## src/rtl/reg_file_pkg.sv

```systemverilog
// Shared constants and flattened-port helpers for the scoreboarded register file.
// No logic lives here; imported by reg_file_sb and reg_file_sb_busy.
package reg_file_pkg;

   localparam int R_ZERO     = 0;
   localparam int DEF_DWIDTH = 32;
   localparam int DEF_NREG   = 32;

   // Bit offset of lane k in a flattened bus of w-bit lanes.
   function automatic int idx_slice(input int k, input int w);
      return k * w;
   endfunction

endpackage

```

## src/rtl/reg_file_sb_busy.sv

```systemverilog
// Per-register busy scoreboard: reserve at issue, release on write; same-index reserve beats release.
// Acceptance is combinational; a rejected reserve (rsv_ready_o=0) leaves state untouched and must be retried.
module reg_file_sb_busy
   import reg_file_pkg::*;
#(
   parameter int NREG = DEF_NREG,
   parameter int AW   = $clog2(NREG)
) (
   input  logic            clk_i,
   input  logic            rst_ni,
   input  logic            we_i,
   input  logic [AW-1:0]   wr_id_i,
   input  logic            rsv_en_i,
   input  logic [AW-1:0]   rsv_id_i,
   output logic [NREG-1:0] busy_o,
   output logic            rsv_ready_o
);

   logic [NREG-1:0] busy_q, busy_d;

   always_comb begin
      rsv_ready_o = (rsv_id_i == AW'(R_ZERO)) | ~busy_q[rsv_id_i]
                  | (we_i & (wr_id_i == rsv_id_i));
      busy_d = busy_q;
      if (we_i && (wr_id_i != AW'(R_ZERO))) begin
         busy_d[wr_id_i] = 1'b0;
      end
      // Applied after the release so a same-index reserve leaves the bit set.
      if (rsv_en_i && rsv_ready_o && (rsv_id_i != AW'(R_ZERO))) begin
         busy_d[rsv_id_i] = 1'b1;
      end
   end

   always_ff @(posedge clk_i or negedge rst_ni) begin
      if (!rst_ni) begin
         busy_q <= '0;
      end else begin
         busy_q <= busy_d;
      end
   end

   assign busy_o = busy_q;

endmodule

```

## src/rtl/reg_file_sb.sv

```systemverilog
// NUM_RD-port register file, hardwired-zero R0, busy scoreboard; reads are combinational, writes on posedge.
// Define REG_FILE_BYPASS_EN for same-cycle write-through forwarding to the read ports.
module reg_file_sb
   import reg_file_pkg::*;
#(
   parameter  int DWIDTH = DEF_DWIDTH,
   parameter  int NREG   = DEF_NREG,
   parameter  int NUM_RD = 2,
   localparam int AW     = $clog2(NREG)
) (
   input  logic                     clk_i,
   input  logic                     rst_ni,
   input  logic [NUM_RD*AW-1:0]     rs_id_i,
   output logic [NUM_RD*DWIDTH-1:0] rs_data_o,
   output logic [NUM_RD-1:0]        rs_busy_o,
   output logic                     stall_o,
   input  logic                     we_i,
   input  logic [AW-1:0]            rdst_id_i,
   input  logic [DWIDTH-1:0]        rdst_i,
   input  logic                     rsv_en_i,
   input  logic [AW-1:0]            rsv_id_i,
   output logic                     rsv_ready_o
);

   logic [DWIDTH-1:0] regs_q [NREG];
   logic [NREG-1:0]   busy;
   logic              wr_act;

   assign wr_act = we_i && (rdst_id_i != AW'(R_ZERO));

   reg_file_sb_busy #(
      .NREG (NREG),
      .AW   (AW)
   ) u_busy (
      .clk_i       (clk_i),
      .rst_ni      (rst_ni),
      .we_i        (we_i),
      .wr_id_i     (rdst_id_i),
      .rsv_en_i    (rsv_en_i),
      .rsv_id_i    (rsv_id_i),
      .busy_o      (busy),
      .rsv_ready_o (rsv_ready_o)
   );

   // R0 is never written, so it stays at its reset value of zero.
   always_ff @(posedge clk_i or negedge rst_ni) begin
      if (!rst_ni) begin
         for (int i = 0; i < NREG; i++) begin
            regs_q[i] <= '0;
         end
      end else if (wr_act) begin
         regs_q[rdst_id_i] <= rdst_i;
      end
   end

   always_comb begin
      logic [AW-1:0] rd_idx;
      rs_data_o = '0;
      rs_busy_o = '0;
      for (int k = 0; k < NUM_RD; k++) begin
         rd_idx = rs_id_i[idx_slice(k, AW) +: AW];
         rs_data_o[idx_slice(k, DWIDTH) +: DWIDTH] = regs_q[rd_idx];
         rs_busy_o[k] = busy[rd_idx];
`ifdef REG_FILE_BYPASS_EN
         // A same-cycle reserve of the written index hands it to a new producer.
         if (wr_act && (rd_idx == rdst_id_i)) begin
            rs_data_o[idx_slice(k, DWIDTH) +: DWIDTH] = rdst_i;
            rs_busy_o[k] = rsv_en_i && (rsv_id_i == rdst_id_i);
         end
`endif
      end
   end

   assign stall_o = |rs_busy_o;

endmodule

```

## config.mk

```make
export PLATFORM = sky130hd
export DESIGN_NAME = reg_file_sb
export DESIGN_NICKNAME = d
export VERILOG_FILES = /design/src/rtl/reg_file_pkg.sv /design/src/rtl/reg_file_sb_busy.sv /design/src/rtl/reg_file_sb.sv
export SDC_FILE = /design/constraint.sdc
export NUM_CORES = 2
export LEC_CHECK = 0
export ABC_AREA = 0
export ABC_CLOCK_PERIOD_IN_PS = 3800
export CORE_MARGIN = 3
export CORE_UTILIZATION = 62
export DETAILED_ROUTE_END_ITERATION = 16
export GPL_TIMING_DRIVEN = 0
export PLACE_DENSITY = 0.8
export REMOVE_ABC_BUFFERS = 1
export SLEW_MARGIN = 10
export SYNTH_ARGS = -nofsm -noshare
export SYNTH_HDL_FRONTEND = slang
export SYNTH_SLANG_ARGS = --single-unit
```

## constraint.sdc

```tcl
create_clock -name clk_i -period 3.8 [get_ports clk_i]
set_clock_uncertainty 0.15 [all_clocks]
set_input_delay 0.38 -clock clk_i [delete_from_list [all_inputs] [get_ports clk_i]]
set_output_delay 0.38 -clock clk_i [all_outputs]
set_load 0.01 [all_outputs]
```

==> flow_summary_export.csv <==
group,metric,value,unit
synth,yosys.area_share.simple,0.0112,
floorplan,rows,109,
timing,hold_ws,0.138,ns
timing,tns,0,ns
routing,vias,34600,
timing,period_share,0.985,
floorplan,ios,124,
floorplan,core,89200,um2
routing,wl_met3,15.6,mm
synth,synth_top_area_share,0.469,
routing,detail-route-antenna-nets,0,
synth,postSynthAreaPerCell,16.5,um2
setup_path,worstSetupStartpoint,"rs_id_i[1]",
routing,met1Wirelength,60.0,mm
clock_tree,h-tree-depth,3,
routing,wl,163,mm
floorplan,die_h,307,um
synth,yosys.area.top_type,"dfrtp_1",
finish,nets,3427,
routing,drtIter0Drc,3602,
power,power_density,537,nW/um2
synth,synthMuxAreaShare,0.478,
routing,routed_via_density,7.48,
setup_path,crit_arrival,3.21,ns
global_route,grt_usage,0.349,
global_route,grt_pass1_wl,243,mm
clock_tree,cts_tree,"yes",
global_route,antenna_found_initial,4,
timing,relSlewSlack,0.108,
setup_path,rr_startpoint,"u_busy.busy_o[3]",
routing,dr.pass1.iters,6,
synth,async_flop_share,1.00,
synth,synth-edff-count,0,
synth,synth_area,56300,um2
setup_path,start_kind,"input pin",
setup_path,cp-end-kind,"primary output",
placement,dp_hpwl,95.6,mm
synth,synth-xor-area-share,0.000777,
placement,port-buffer-count,123,
floorplan,die-area,94500,um2
global_route,grt_max_degree,177,
routing,drc,0,
timing,drv_slew,0,
setup_path,crit_type,"input pin to primary output",
synth,synth_top_family_by_area,"multiplexers",
clock_tree,clock-sinks,1056,
setup_path,r2r_end,"u_busy.busy_o[5]",
placement,place.gp.congestion,0.836,
min_path,min_path_type,"input pin to async pin",
placement,place_ws,-0.999,ns
finish,post-route-util,0.716,
timing,fin_crit,3.74,ns
floorplan,start_util,0.632,
finish,drive_above_1_share,0.599,
timing,rsz0062_at_grt,"false",
clock_tree,clk_latency,0.67,ns
power,finalPower,0.0343,W
run_status,outcome,"finished, final reports clean",
timing,worst_pin_slew,1.34,ns
synth,synth-seq-cells,1056,
power,vdd_ir_drop_max,445,uV
synth,synthAdderAreaFrac,0,
synth,synth_area_leaders,"dfrtp_1 47%, mux4_2 26%, mux2_2 21%",
timing,fmax,267,MHz
power,p_leak,27.3,nW
global_route,grt.overflow.total,0,
setup_path,cp.required,3.27,ns
synth,yosysWarnings,0,
routing,post_drt_wl_per_cell,35.2,um
timing,fin_ws,0.0573,ns
synth,synth-compound-area-share,0.00848,
routing,top_layer,"met5",
finish,final_common_cell,"mux2_2",
finish,final_cell_mix,"1057 x mux2_2, 1056 x dfrtp_1, 658 x mux4_2, 119 x clkbuf_16, 108 x clkdlybuf4s50_1",
floorplan,die_width,307,um
setup_path,reg2regPathDepth,5,
run,drv_cap,0,
clock_tree,clock_path_buffers,3,
timing,setup_viol,0,
setup_path,crit_fanout,55,
synth,synth_ff_type,"dfrtp_1",
clock_tree,cts_buffers,112,
synth,synth_cell_types,35,
synth,yosysSeqAreaShare,0.469,
routing,wl_met2,79.3,mm
timing,final_hold_viol_count,0,
clock_tree,path_clk_slew,0.06,ns
setup_path,critPathCapture,"rs_data_o[28]",
finish,area_growth,13.4,%
clock_tree,clockRootBuffer,"clkbuf_16",
global_route,grt_pass1_vias,37400,
synth,netlist_instances,3414,
setup_path,rrSetupSlack,1.11,ns
worst min path at each step:
stage	start	end	slack [ns]	cells past startpoint
finish	rst_ni	regs_q[983]	0.14	2
global route	rst_ni	regs_q[919]	0.18	2
CTS	rst_ni	regs_q[983]	0.18	2
detailed placement	rst_ni	regs_q[983]	0.23	1
global placement	regs_q[1023]	regs_q[1023]	0.23	0
floorplan	rst_ni	regs_q[0]	-0.07	0
final cells by class:
class,count,area (um2)
antenna,3,7.51
clock buffer,167,3390
clock inverter,39,556
fill,5252,25300
inverter,5,18.8
multi-input combinational,1949,28300
sequential,1056,26400
tap,1165,1460
timing repair buffer,247,3670
stage by stage:
step	cells	instance area, um2
2_1_floorplan	3009	54500
3_3_place_gp	4297	57200
3_5_place_dp	4399	59300
4_1_cts	4620	63700
5_1_grt	4630	63900
6_report	4631	63900
sequential cells by signal, summed over array words and instances (netlist names):
| signal | flops |
|---|---|
| u_busy.busy_o | 32 |
| regs_q | 1024 |
what timing repair did:
action,CTS,global route
endpoints found under the setup margin,44,26
resized for setup,15,2
hold buffers,1,0
cloned,14,4
buffers inserted,0,4
endpoints found under the hold margin,120,0
pin swaps,1,1
Yosys cell counts (3+ instances only):
master / number
a31oi_1: 8
a32oi_1: 25
and2_1: 3
and3_1: 5
buf_1: 57
buf_2: 79
buf_4: 25
buf_6: 10
clkbuf_1: 234
dfrtp_1: 1056
inv_1: 5
mux2_2: 1057
mux2i_1: 23
mux4_2: 658
nand2_1: 63
nand2b_1: 4
nor2_1: 15
nor2b_1: 11
nor3_1: 11
nor3b_1: 5
o21ai_0: 31
o22ai_1: 5
or2_2: 3
or3_1: 5
xor2_1: 4
worst max-delay path: stages:
cell             delay, ns
buf_12                0.28
buf_16                0.28
bufbuf_16             0.47
mux4_2                0.35
mux4_2                0.47
mux2_2                0.32
clkdlybuf4s50_1       0.51
power breakdown:
| group | total (W) | internal [W] | switching [W] |
|---|---|---|---|
| registers | 0.0151 | 0.0134 | 0.00171 |
| logic | 0.00756 | 0.00481 | 0.00275 |
| clock network | 0.0116 | 0.00703 | 0.00459 |
| total | 0.0343 | 0.0253 | 0.00905 |
cell families after synthesis:
family,after synthesis
AO/OA/AOI/OAI,72
XOR/XNOR,5
multiplexers,1738
buffers and inverters,410
AND/OR/NAND/NOR,133
flip-flops,1056
layer usage:
| metal | GRT usage | vias up |
|---|---|---|
| met2 | 0.561 | 2094 |
| met1 | 0.462 | 18700 |
| met3 | 0.0836 | 501 |
| met4 | 0.157 | 2 |
| li1 | - | 13300 |
| met5 | 0 | - |
Power figures use the tool's default switching activity.
